**config.mk**
```make
export PLATFORM = sky130hd
export DESIGN_NAME = alu_arbiter_flat
export DESIGN_NICKNAME = d
export VERILOG_FILES = /design/src/rtl/alu_arbiter_pkg.sv /design/src/rtl/alu_arbiter_if.sv /design/src/rtl/alu_arb_grant.sv /design/src/rtl/alu_arbiter.sv /design/src/flat_wrapper.sv
export SDC_FILE = /design/constraint.sdc
export NUM_CORES = 1
export LEC_CHECK = 0
export BUFFER_PORTS_ARGS = -buffer_cell sky130_fd_sc_hd__buf_4
export CORE_AREA = 2 2 120 122
export DETAILED_ROUTE_END_ITERATION = 10
export DIE_AREA = 0 0 122 124
export GPL_TIMING_DRIVEN = 0
export HOLD_SLACK_MARGIN = 0.1
export PLACE_DENSITY_LB_ADDON = 0.25
export SLEW_MARGIN = 20
export SYNTH_ARGS = -nofsm -noshare
export SYNTH_HDL_FRONTEND = slang
export SYNTH_HIERARCHICAL = 1
export SYNTH_SLANG_ARGS = --single-unit
export TNS_END_PERCENT = 20
```
**constraint.sdc**
```tcl
create_clock -name clock -period 5.1 [get_ports clock]
set_input_delay 1.02 -clock clock [delete_from_list [all_inputs] [get_ports clock]]
set_output_delay 1.02 -clock clock [all_outputs]
set_load 0.005 [all_outputs]
```
**src/rtl/alu_arbiter_pkg.sv**
```systemverilog
// Shared definitions for the two-port ALU arbiter: opcodes, FSM encoding, default width.
// The optional starvation guard is enabled with ALU_ARB_STARVE_GUARD_EN.
package alu_pkg;

  localparam int DEF_DATA_WIDTH = 32;

  localparam logic [4:0] OP_ADD = 5'd0;
  localparam logic [4:0] OP_SUB = 5'd1;
  localparam logic [4:0] OP_AND = 5'd2;
  localparam logic [4:0] OP_OR  = 5'd3;
  localparam logic [4:0] OP_SLL = 5'd4;
  localparam logic [4:0] OP_SRA = 5'd5;

  typedef enum logic [1:0] {
    IDLE = 2'd0,
    EXEC = 2'd1,
    RESP = 2'd2
  } state_t;

endpackage

```
**src/rtl/alu_arbiter_if.sv**
```systemverilog
// Requester and response channels of the ALU arbiter, with master (client) and slave (arbiter) views.
interface alu_arbiter_if;
  import alu_pkg::*;

  // valid/ready: a transfer happens on a rising edge where both are high; the sender
  // holds its payload while valid is high and not yet accepted, and ready may depend on valid.
  logic                      req_a_valid;
  logic                      req_a_ready;
  logic [4:0]                req_a_opcode;
  logic [DEF_DATA_WIDTH-1:0] req_a_operandA;
  logic [DEF_DATA_WIDTH-1:0] req_a_operandB;
  logic [4:0]                req_a_shamt;

  logic                      req_b_valid;
  logic                      req_b_ready;
  logic [4:0]                req_b_opcode;
  logic [DEF_DATA_WIDTH-1:0] req_b_operandA;
  logic [DEF_DATA_WIDTH-1:0] req_b_operandB;
  logic [4:0]                req_b_shamt;

  logic                      resp_valid;
  logic                      resp_ready;
  logic                      resp_id;
  logic [DEF_DATA_WIDTH-1:0] resp_result;

  modport master (
    output req_a_valid, req_a_opcode, req_a_operandA, req_a_operandB, req_a_shamt,
    output req_b_valid, req_b_opcode, req_b_operandA, req_b_operandB, req_b_shamt,
    output resp_ready,
    input  req_a_ready, req_b_ready, resp_valid, resp_id, resp_result
  );

  modport slave (
    input  req_a_valid, req_a_opcode, req_a_operandA, req_a_operandB, req_a_shamt,
    input  req_b_valid, req_b_opcode, req_b_operandA, req_b_operandB, req_b_shamt,
    input  resp_ready,
    output req_a_ready, req_b_ready, resp_valid, resp_id, resp_result
  );

endinterface

```
**src/rtl/alu_arb_grant.sv**
```systemverilog
// Combinational A/B grant: round-robin or fixed priority, with a starvation force override.
module alu_arb_grant #(
  parameter int PRIO_MODE = 0
) (
  input  logic valid_a,
  input  logic valid_b,
  input  logic ptr_b,
  input  logic force_a,
  input  logic force_b,
  output logic grant_a,
  output logic grant_b
);

  always_comb begin
    grant_a = 1'b0;
    grant_b = 1'b0;
    if (valid_a && valid_b) begin
      // A forced requester beats the configured policy.
      if (force_a)             grant_a = 1'b1;
      else if (force_b)        grant_b = 1'b1;
      else if (PRIO_MODE == 1) grant_a = 1'b1;
      else if (ptr_b)          grant_b = 1'b1;
      else                     grant_a = 1'b1;
    end else begin
      grant_a = valid_a;
      grant_b = valid_b;
    end
  end

endmodule

```
**src/rtl/alu_arbiter.sv**
```systemverilog
// Shares one combinational ALU between requesters A and B; one operation in flight.
// Define ALU_ARB_STARVE_GUARD_EN to add per-requester wait counters that force a grant at 7.
module alu_arbiter
  import alu_pkg::*;
#(
  parameter int DATA_WIDTH = DEF_DATA_WIDTH,
  parameter int PRIO_MODE  = 0,
  parameter int CNT_WIDTH  = 16
) (
  input  logic                  clock,
  input  logic                  reset,
  alu_arbiter_if.slave          bus,
  output logic [4:0]            alu_opcode,
  output logic [DATA_WIDTH-1:0] alu_operandA,
  output logic [DATA_WIDTH-1:0] alu_operandB,
  output logic [4:0]            alu_shamt,
  input  logic [DATA_WIDTH-1:0] alu_result,
  output logic [CNT_WIDTH-1:0]  ops_done,
  output state_t                state_dbg
);

  state_t state;
  logic   ptr_b;
  logic   grant_a, grant_b;
  logic   force_a, force_b;
  logic   ready_a, ready_b;

  alu_arb_grant #(.PRIO_MODE(PRIO_MODE)) u_grant (
    .valid_a (bus.req_a_valid),
    .valid_b (bus.req_b_valid),
    .ptr_b   (ptr_b),
    .force_a (force_a),
    .force_b (force_b),
    .grant_a (grant_a),
    .grant_b (grant_b)
  );

  assign ready_a         = (state == IDLE) && grant_a;
  assign ready_b         = (state == IDLE) && grant_b;
  assign bus.req_a_ready = ready_a;
  assign bus.req_b_ready = ready_b;
  assign state_dbg       = state;

`ifdef ALU_ARB_STARVE_GUARD_EN
  logic [2:0] wait_a, wait_b;

  always_ff @(posedge clock) begin
    if (reset) begin
      wait_a <= 3'd0;
      wait_b <= 3'd0;
    end else if (state == IDLE) begin
      if (ready_a)                              wait_a <= 3'd0;
      else if (bus.req_a_valid && wait_a != 3'd7) wait_a <= wait_a + 3'd1;
      if (ready_b)                              wait_b <= 3'd0;
      else if (bus.req_b_valid && wait_b != 3'd7) wait_b <= wait_b + 3'd1;
    end
  end

  assign force_a = (wait_a == 3'd7);
  assign force_b = (wait_b == 3'd7);
`else
  assign force_a = 1'b0;
  assign force_b = 1'b0;
`endif

  always_ff @(posedge clock) begin
    if (reset) begin
      state           <= IDLE;
      ptr_b           <= 1'b0;
      alu_opcode      <= '0;
      alu_operandA    <= '0;
      alu_operandB    <= '0;
      alu_shamt       <= '0;
      bus.resp_valid  <= 1'b0;
      bus.resp_id     <= 1'b0;
      bus.resp_result <= '0;
      ops_done        <= '0;
    end else begin
      case (state)
        IDLE: begin
          // ALU registers only load on a grant, so they hold quietly between operations.
          if (ready_a) begin
            alu_opcode   <= bus.req_a_opcode;
            alu_operandA <= bus.req_a_operandA;
            alu_operandB <= bus.req_a_operandB;
            alu_shamt    <= bus.req_a_shamt;
            bus.resp_id  <= 1'b0;
            state        <= EXEC;
          end else if (ready_b) begin
            alu_opcode   <= bus.req_b_opcode;
            alu_operandA <= bus.req_b_operandA;
            alu_operandB <= bus.req_b_operandB;
            alu_shamt    <= bus.req_b_shamt;
            bus.resp_id  <= 1'b1;
            state        <= EXEC;
          end
        end
        EXEC: begin
          bus.resp_result <= alu_result;
          bus.resp_valid  <= 1'b1;
          state           <= RESP;
        end
        RESP: begin
          if (bus.resp_ready) begin
            bus.resp_valid <= 1'b0;
            ops_done       <= ops_done + 1'b1;
            if (PRIO_MODE == 0) ptr_b <= ~bus.resp_id;
            state          <= IDLE;
          end
        end
        default: state <= IDLE;
      endcase
    end
  end

endmodule
```
**src/flat_wrapper.sv**
```systemverilog
// flat-port wrapper written by rule: the top's interface ports become plain ports
module alu_arbiter_flat import alu_pkg::*;
#(
  parameter int DATA_WIDTH = DEF_DATA_WIDTH,
  parameter int PRIO_MODE  = 0,
  parameter int CNT_WIDTH  = 16
)
  (clock, reset, alu_opcode, alu_operandA, alu_operandB, alu_shamt, alu_result, ops_done, state_dbg, bus_req_a_valid, bus_req_a_opcode, bus_req_a_operandA, bus_req_a_operandB, bus_req_a_shamt, bus_req_b_valid, bus_req_b_opcode, bus_req_b_operandA, bus_req_b_operandB, bus_req_b_shamt, bus_resp_ready, bus_req_a_ready, bus_req_b_ready, bus_resp_valid, bus_resp_id, bus_resp_result);
  alu_arbiter_if bus_i ();
  input  logic clock;
  input  logic reset;
  output logic [4:0] alu_opcode;
  output logic [DATA_WIDTH-1:0] alu_operandA;
  output logic [DATA_WIDTH-1:0] alu_operandB;
  output logic [4:0] alu_shamt;
  input  logic [DATA_WIDTH-1:0] alu_result;
  output logic [CNT_WIDTH-1:0] ops_done;
  output state_t state_dbg;
  input wire logic [$bits(bus_i.req_a_valid)-1:0] bus_req_a_valid;
  input wire logic [$bits(bus_i.req_a_opcode)-1:0] bus_req_a_opcode;
  input wire logic [$bits(bus_i.req_a_operandA)-1:0] bus_req_a_operandA;
  input wire logic [$bits(bus_i.req_a_operandB)-1:0] bus_req_a_operandB;
  input wire logic [$bits(bus_i.req_a_shamt)-1:0] bus_req_a_shamt;
  input wire logic [$bits(bus_i.req_b_valid)-1:0] bus_req_b_valid;
  input wire logic [$bits(bus_i.req_b_opcode)-1:0] bus_req_b_opcode;
  input wire logic [$bits(bus_i.req_b_operandA)-1:0] bus_req_b_operandA;
  input wire logic [$bits(bus_i.req_b_operandB)-1:0] bus_req_b_operandB;
  input wire logic [$bits(bus_i.req_b_shamt)-1:0] bus_req_b_shamt;
  input wire logic [$bits(bus_i.resp_ready)-1:0] bus_resp_ready;
  output wire logic [$bits(bus_i.req_a_ready)-1:0] bus_req_a_ready;
  output wire logic [$bits(bus_i.req_b_ready)-1:0] bus_req_b_ready;
  output wire logic [$bits(bus_i.resp_valid)-1:0] bus_resp_valid;
  output wire logic [$bits(bus_i.resp_id)-1:0] bus_resp_id;
  output wire logic [$bits(bus_i.resp_result)-1:0] bus_resp_result;
  assign bus_i.req_a_valid = bus_req_a_valid;
  assign bus_i.req_a_opcode = bus_req_a_opcode;
  assign bus_i.req_a_operandA = bus_req_a_operandA;
  assign bus_i.req_a_operandB = bus_req_a_operandB;
  assign bus_i.req_a_shamt = bus_req_a_shamt;
  assign bus_i.req_b_valid = bus_req_b_valid;
  assign bus_i.req_b_opcode = bus_req_b_opcode;
  assign bus_i.req_b_operandA = bus_req_b_operandA;
  assign bus_i.req_b_operandB = bus_req_b_operandB;
  assign bus_i.req_b_shamt = bus_req_b_shamt;
  assign bus_i.resp_ready = bus_resp_ready;
  assign bus_req_a_ready = bus_i.req_a_ready;
  assign bus_req_b_ready = bus_i.req_b_ready;
  assign bus_resp_valid = bus_i.resp_valid;
  assign bus_resp_id = bus_i.resp_id;
  assign bus_resp_result = bus_i.resp_result;
  alu_arbiter #(.DATA_WIDTH(DATA_WIDTH), .PRIO_MODE(PRIO_MODE), .CNT_WIDTH(CNT_WIDTH)) u_core (.clock(clock), .reset(reset), .bus(bus_i), .alu_opcode(alu_opcode), .alu_operandA(alu_operandA), .alu_operandB(alu_operandB), .alu_shamt(alu_shamt), .alu_result(alu_result), .ops_done(ops_done), .state_dbg(state_dbg));
endmodule
```
==> flow_summary.json, run 1 <==
{
  "fin_crit_ns": 3.30,
  "cts_tree": "done",
  "crit_required_ns": 4.08,
  "clock_latency_ns": 0.41,
  "yosysMostFrequentCell": "dfxtp_1",
  "grt_pass1_vias": 5353,
  "holdWs_ns": 0.454,
  "synth_warnings": 6,
  "final_area_um2": 8410,
  "async_flop_share": 0,
  "dieArea_um2": 15100,
  "grt_pass1_wl_um": 26900,
  "track_usage": 0.232,
  "grt_max_degree": 17,
  "cap_viol_max_count": 0,
  "htreeDepth": 4,
  "final-hold-violation-count": 0,
  "chipHeight_um": 124,
  "cts_setup_buffers": 0,
  "root_buffer": "clkbuf_16",
  "total_power_mw": 2.89,
  "drive_gt1_frac": 0.385,
  "io_pins": 313,
  "ys_types": 36,
  "fmax_ghz": 0.303,
  "via_count": 5368,
  "cp-start-kind": "primary input",
  "synth_top_cell_by_area": "dfxtp_1",
  "finalSetupViolCount": 0,
  "rsz0062_at_grt": "false",
  "hold_path.class": "flop to flop",
  "layout.nets": 1100,
  "maxSlewViolCount": 0,
  "synth_area_per_cell_um2": 9.02,
  "top_layer": "met4",
  "worst_setup_path_end_kind": "primary output",
  "wl_um": 17900,
  "synth-main-ff-cell": "dfxtp_1",
  "fin_skew_ns": 0.00906,
  "met3RoutedLength_um": 1850,
  "ir_worst_vdd_v": 0.000215,
  "p_per_area_nw_per_um2": 344,
  "grt.overflow.total": 0,
  "stdcell_count": 1107,
  "drc_errors": 0,
  "dpl_cell_area_um2": 7820,
  "syn_to_final_growth_pct": 60.2,
  "slew_headroom": 0.585,
  "m1WireLength_um": 6620,
  "fin_crit_sh": 0.647,
  "route.met2.wl_um": 9250,
  "first_pass_iters": 4,
  "synth_top_area_frac": 0.484,
  "placed_cells": 1075,
  "path_max_fanout": 10,
  "path_clk_slew_ns": 0.05,
  "clk_path_buf_depth": 2,
  "tightestPinTransition_ns": 0.623,
  "die_w_um": 122,
  "postSynthCellCount": 582,
  "dp_hpwl_um": 13800,
  "cts_resized": 0,
  "ys_seq_area_frac": 0.484,
  "row_count": 43,
  "crit_type": "primary input to primary output",
  "core-area_um2": 13700,
  "synth_seq_cells": 127,
  "diodes": 0,
  "status": "completed",
  "antenna_left": 0,
  "leakage_nw": 3.73,
  "finalSetupTns_ns": 0,
  "syn_area_um2": 5250,
  "synth_edf_count": 0,
  "worstPathArrival_ns": 2.28,
  "synthTopCellsByCount": "127 x dfxtp_1, 92 x nor2_1, 74 x a211oi_1, 74 x mux2i_1, 72 x nand2_1",
  "synthTopCellsByArea": "dfxtp_1 48%, mux2i_1 14%, a211oi_1 11%, nor2_1 6.6%, nand2_1 5.1%",
  "r2r_setup_slack_ns": 3.03,
  "numPortBuffers": 312,
  "numCtsBuffers": 17,
  "finalWeightedCongestion": 0.804,
  "antenna_found_initial": 0,
  "postCtsHoldBufs": 0,
  "cts.sinks": 127,
  "start_util": 0.383,
  "wl_per_cell_um": 16.2,
  "drtIter0Drc": 226,
  "via_per_inst": 4.85
}
==> placed cells by master, fill, tap and decap left out, types with 2 or more instances in the layout <==
master	count
clkbuf_8	3
buf_2	5
inv_1	4
nor2_1	92
a21oi_1	42
nand3_1	3
nand2b_1	2
clkbuf_1	41
nor3_1	4
a211oi_1	74
nand2_1	72
mux2_2	3
dfxtp_1	127
nand4_1	4
xor2_1	3
mux2i_1	74
buf_4	316
clkbuf_16	17
clkinv_2	2
conb_1	2
bufinv_16	2
clkinvlp_4	4
xnor2_1	4
or3_1	4
o21ai_0	4
nor2b_1	3
==> final timing paths <==
kind                              start                          to  cells after the start
max                     bus_req_b_valid             bus_req_a_ready                      7
min          u_core/bus.resp_result[19]  u_core/bus.resp_result[19]                      2
max reg2reg         u_core/state_dbg[1]     u_core/alu_operandA[18]                      6
min reg2reg  u_core/bus.resp_result[19]  u_core/bus.resp_result[19]                      2
==> where the power goes <==
group	internal (mW)	switching, mW
registers	1.08	0.0505
clock network	0.757	0.438
logic	0.309	0.251
==> cell type report <==
cell class	count	area, µm²
Fill cell	1254	5310
Timing Repair Buffer	312	2340
Multi-Input combinational cell	404	2490
Buffer	48	201
Clock inverter	9	109
Sequential cell	127	2540
Tap cell	180	225
Clock buffer	23	478
Inverter	4	15.0
==> sequential cells by signal (all words and copies together) (netlist names) <==
register / count
u_core/bus.resp_id: 1
u_core/ptr_b: 1
u_core/ops_done: 16
u_core/state_dbg: 2
u_core/bus.resp_result: 32
u_core/alu_operandB: 32
u_core/alu_shamt: 5
u_core/bus.resp_valid: 1
u_core/alu_opcode: 5
u_core/alu_operandA: 32
==> cell families (layout without fill, tap and decap cells) <==
group           count (synthesis)  count (layout)  synth area share
simple gates                  194             194             0.158
mux                            77              77             0.148
fa+ha+maj                       1               1           0.00238
buf+inv                        52             396            0.0412
other cells                     1               2          0.000714
flops                         127             127             0.484
xor+xnor                        7               7            0.0117
compound gates                123             123             0.154
==> metrics by stage <==
step / setup WS (ns) / util
final: 1.80 / 0.613
after global routing: 1.67 / 0.613
after CTS: 1.74 / 0.613
after detailed placement: 1.76 / 0.570
after global placement: 1.76 / 0.570
after floorplan: 2.30 / -
==> per-layer routing <==
metal  vias up  track usage
li1       2694            -
met1      2436        0.242
met2       222        0.429
met3        16       0.0888
met4         0       0.0690
met5         -            0
==> worst max-delay path, stage by stage <==
cell and delay [ns]:
buf_4 0.08, inv_1 0.04, o21a_1 0.17, nand2_1 0.13, clkbuf_1 0.49, inv_1 0.17
buf_4 0.18
No activity file was read; power rests on OpenSTA's default activity.
==> run 2: changes to the inputs <==
Settings changed: CORE_AREA 2 2 120 122 to 2 2 123 125, DIE_AREA 0 0 122 124 to 0 0 125 127.
Clock period 5.1 ns to 3.32 ns, I/O delays scaled along.
==> run 2 against run 1 <==
- core utilization decreased by 2.9 points
- routed wire length decreased by 0.67%
- largest power group unchanged
- final area increased by 0.12%
- largest cell class unchanged
- cell count increased by 0.36%
==> flow_summary.json, run 2 (synthesized netlist as in run 1, its figures left out) <==
{
  "drtIter0Drc": 246,
  "cp-start-kind": "flop",
  "drive_gt1_frac": 0.384,
  "fin_ws_ns": 0.633,
  "path_clk_slew_ns": 0.05,
  "grt_pass1_vias": 5333,
  "wl_per_cell_um": 16.0,
  "pre_cts_ws_ns": 0.687,
  "drc_errors": 0,
  "row_count": 44,
  "clock_latency_ns": 0.41,
  "syn_to_final_growth_pct": 60.4,
  "fin_skew_ns": 0.00672,
  "final_area_um2": 8420,
  "antenna_left": 0,
  "grt.overflow.total": 0,
  "total_power_mw": 4.47,
  "layout_common_cells": "316 x buf_4, 127 x dfxtp_1, 92 x nor2_1, 74 x mux2i_1, 74 x a211oi_1",
  "dpl_cell_area_um2": 7830,
  "diodes": 0,
  "numCtsBuffers": 17,
  "finalWeightedCongestion": 0.803,
  "track_usage": 0.219,
  "path_cells": "nor2_1, and2_1, clkbuf_1, buf_4, buf_4, buf_4",
  "p_per_area_nw_per_um2": 531,
  "cts_setup_buffers": 0,
  "finalSetupViolCount": 0,
  "root_buffer": "clkbuf_16",
  "fin_crit_ns": 2.69,
  "nFillCells": 1329,
  "dieArea_um2": 15900,
  "hold_path.class": "flop to flop",
  "via_per_inst": 4.83,
  "via_count": 5368,
  "final-hold-violation-count": 0,
  "rsz0062_at_grt": "false",
  "worst_setup_path_end_kind": "primary output",
  "crit_type": "flop to primary output",
  "first_pass_iters": 4,
  "start_util": 0.364,
  "layout.nets": 1100,
  "fin_crit_sh": 0.809,
  "core-area_um2": 14400,
  "path_max_fanout": 10,
  "chipHeight_um": 127,
  "worstPathArrival_ns": 2.02,
  "finalSetupTns_ns": 0,
  "cts.sinks": 127,
  "grt_max_degree": 17,
  "crit_family": "buffers and inverters",
  "holdWs_ns": 0.451,
  "leakage_nw": 3.74,
  "critPathMaxStageDelay_ns": 0.38,
  "fmax_ghz": 0.372,
  "slew_headroom": 0.512,
  "die_w_um": 125,
  "grt_pass1_wl_um": 27600,
  "cts_tree": "done",
  "wl_um": 17800,
  "clk_path_buf_depth": 2,
  "htreeDepth": 4,
  "numPortBuffers": 312,
  "ir_worst_vdd_v": 0.000326,
  "largestRegisters": "u_core/alu_operandA x32, u_core/alu_operandB x32, u_core/bus.resp_result x32",
  "cp.buffers_inverters": 4,
  "cts_resized": 0,
  "maxSlewViolCount": 0,
  "status": "completed",
  "dp_hpwl_um": 13700,
  "cp_slowest_cell": "dfxtp_1",
  "cp_common_cell": "buf_4",
  "antenna_found_initial": 0,
  "layout_commonest_cell": "buf_4",
  "postCtsHoldBufs": 0,
  "io_pins": 313,
  "cap_viol_max_count": 0,
  "tightestPinTransition_ns": 0.732,
  "crit_required_ns": 2.66
}
==> run 2: final timing paths <==
| kind | from | endpoint | slack [ns] | depth (start not counted) |
|---|---|---|---|---|
| worst max register to register | u_core/state_dbg[1] | u_core/ops_done[15] | 1.28 | 4 |
| worst min-delay path | u_core/bus.resp_result[18] | u_core/bus.resp_result[18] | 0.45 | 2 |
| worst max-delay path | u_core/state_dbg[1] | bus_req_b_ready | 0.63 | 6 |
| worst min register to register | u_core/bus.resp_result[18] | u_core/bus.resp_result[18] | 0.45 | 2 |
==> run 2: final cells by class <==
| class | count | area, µm² | area share |
|---|---|---|---|
| Buffer | 48 | 201 | 0.0239 |
| Clock buffer | 22 | 454 | 0.0540 |
| Clock inverter | 10 | 138 | 0.0164 |
| Inverter | 4 | 15.0 | 0.00178 |
| Multi-Input combinational cell | 404 | 2490 | 0.296 |
| Sequential cell | 127 | 2540 | 0.302 |
| Tap cell | 184 | 230 | 0.0274 |
| Timing Repair Buffer | 312 | 2340 | 0.278 |
==> run 2: worst min-delay path: stages (launching register included) <==
cell and delay, ns:
dfxtp_1 0.30, nand2_1 0.05, a21oi_1 0.05
==> run 2: per-layer routing <==
metal / share of wire / vias to the layer above / track usage
met1: 0.41 / 2420 / 0.254
met3: 0.081 / 29 / 0.0771
met4: 0.022 / 0 / 0.0824
met2: 0.49 / 221 / 0.376
met5: 0 / - / 0
li1: - / 2698 / -
==> run 2: power breakdown <==
part | internal (mW) | total (mW) | switching, mW
sequential | 1.67 | 1.74 | 0.0780
combinational | 0.474 | 0.857 | 0.382
clock | 1.20 | 1.87 | 0.674
==> run 2: metrics by stage <==
step                instances  utilization
floorplan                 583            -
global placement         1079        0.543
detailed placement       1079        0.543
CTS                      1111        0.584
global route             1111        0.584
finish                   1111        0.584
==> run 3: changes to the inputs <==
Clock period 3.32 ns to 2.6 ns, I/O delays scaled along.
==> run 3 against run 2 <==
- clock power is 28% higher
- critical endpoint unchanged
- critical path depth stayed put
- sequential power is 28% higher
==> flow_summary.json, run 3 (synthesized netlist as in run 1, its figures left out) <==
{
  "status": "completed",
  "path_clk_slew_ns": 0.06,
  "fin_skew_ns": 0.00756,
  "tightestPinTransition_ns": 0.721,
  "worstPathArrival_ns": 1.98,
  "path_max_fanout": 10,
  "largestRegisters": "u_core/alu_operandA x32, u_core/alu_operandB x32, u_core/bus.resp_result x32",
  "htreeDepth": 4,
  "cts_tree": "done",
  "final_area_um2": 8420,
  "numCtsBuffers": 17,
  "fmax_ghz": 0.399,
  "numPortBuffers": 312,
  "dp_hpwl_um": 13700,
  "layout.nets": 1100,
  "syn_to_final_growth_pct": 60.5,
  "grt_pass1_vias": 5333,
  "swShare": 0.254,
  "die_w_um": 125,
  "clock_power_share": 0.419,
  "grt.overflow.total": 0,
  "crit_type": "flop to primary output",
  "layout_commonest_cell": "buf_4",
  "diodes": 0,
  "leakage_nw": 3.74,
  "maxSlewViolCount": 0,
  "cp-start-kind": "flop",
  "finalSetupViolCount": 0,
  "antenna_found_initial": 0,
  "worst_setup_path_end_kind": "primary output",
  "drive_gt1_frac": 0.385,
  "fin_crit_sh": 0.963,
  "first_pass_iters": 4,
  "cts_setup_buffers": 0,
  "fin_crit_ns": 2.50,
  "internal-power_mw": 4.26,
  "via_per_inst": 4.85,
  "crit_required_ns": 2.08,
  "clk_path_buf_depth": 2,
  "row_count": 44,
  "cap_viol_max_count": 0,
  "wl_per_cell_um": 16.0,
  "p_comb_frac": 0.192,
  "final-hold-violation-count": 0,
  "drtIter0Drc": 267,
  "grt_pass1_wl_um": 27600,
  "core-area_um2": 14400,
  "final_util": 0.584,
  "layout_common_cells": "315 x buf_4, 127 x dfxtp_1, 92 x nor2_1, 74 x mux2i_1, 74 x a211oi_1",
  "track_usage": 0.219,
  "root_buffer": "clkbuf_16",
  "switchingPower_mw": 1.45,
  "chipHeight_um": 127,
  "cts.sinks": 127,
  "holdWs_ns": 0.355,
  "clock_latency_ns": 0.41,
  "ir_worst_vdd_v": 0.000417,
  "fin_ws_ns": 0.0967,
  "antenna_left": 0,
  "dpl_cell_area_um2": 7830,
  "pre_cts_ws_ns": 0.255,
  "via_count": 5384,
  "rsz0062_at_grt": "true",
  "dieArea_um2": 15900,
  "slew_headroom": 0.520,
  "grt_max_degree": 17,
  "wl_um": 17800,
  "start_util": 0.364,
  "drc_errors": 0,
  "p_per_area_nw_per_um2": 679,
  "hold_path.class": "primary input to flop",
  "seq_power_share": 0.390,
  "io_pins": 313,
  "nFillCells": 1330,
  "finalWeightedCongestion": 0.803
}
## run 3: repair_timing
action / in CTS / in global routing
gates resized for setup: 0 / 3
endpoints found under the setup margin: 0 / 2
hold buffers: 0 / 0
## run 3: worst max-delay path, cell delays in order, from the launching register on
cell,delay [ns]
dfxtp_1,0.38
nor2_1,0.19
and2_1,0.16
clkbuf_1,0.24
buf_6,0.23
buf_4,0.23
buf_4,0.14
## run 3: through the flow
stage	total power [mW]	setup TNS, ns	std cells
after CTS	5.77	0	1111
after global placement	3.35	0	1079
final	5.72	0	1111
after floorplan	2.73	0	583
after detailed placement	3.36	0	1079
after global routing	5.98	-0.0949	1111
## run 3: power by group through the flow
stage          sequential [mW]  clock, mW  combinational (mW)
6_report                  2.23       2.39                1.10
2_1_floorplan             2.27          0               0.463
3_3_place_gp              2.26          0                1.09
3_5_place_dp              2.26          0                1.10
5_1_grt                   2.25       2.53                1.20
4_1_cts                   2.23       2.44                1.10
## run 3: cell type report
class	instances	area (µm²)	area share
repair buffers	312	2340	0.278
clock inverters	10	138	0.0163
multi-input cells	404	2490	0.296
well taps	184	230	0.0273
plain buffers	48	206	0.0245
flip-flops and latches	127	2540	0.302
clock buffers	22	454	0.0539
inverters	4	15.0	0.00178
## run 3: routing by layer
layer	vias to the layer above	share of wire	global-route usage	routed length, µm
met3	33	0.083	0.0771	1480
met5	-	0	0	0
li1	2699	-	-	-
met4	0	0.025	0.0824	437
met1	2426	0.41	0.254	7250
met2	226	0.49	0.376	8670
## run 3: final timing paths
kind / startpoint / to / slack (ns) / depth (start not counted)
worst max-delay path: u_core/state_dbg[1] / bus_req_b_ready / 0.1 / 6
worst min-delay path: alu_result[4] / u_core/bus.resp_result[4] / 0.35 / 3
worst max register to register: u_core/state_dbg[1] / u_core/ops_done[15] / 0.56 / 4
worst min register to register: u_core/bus.resp_result[18] / u_core/bus.resp_result[18] / 0.45 / 2
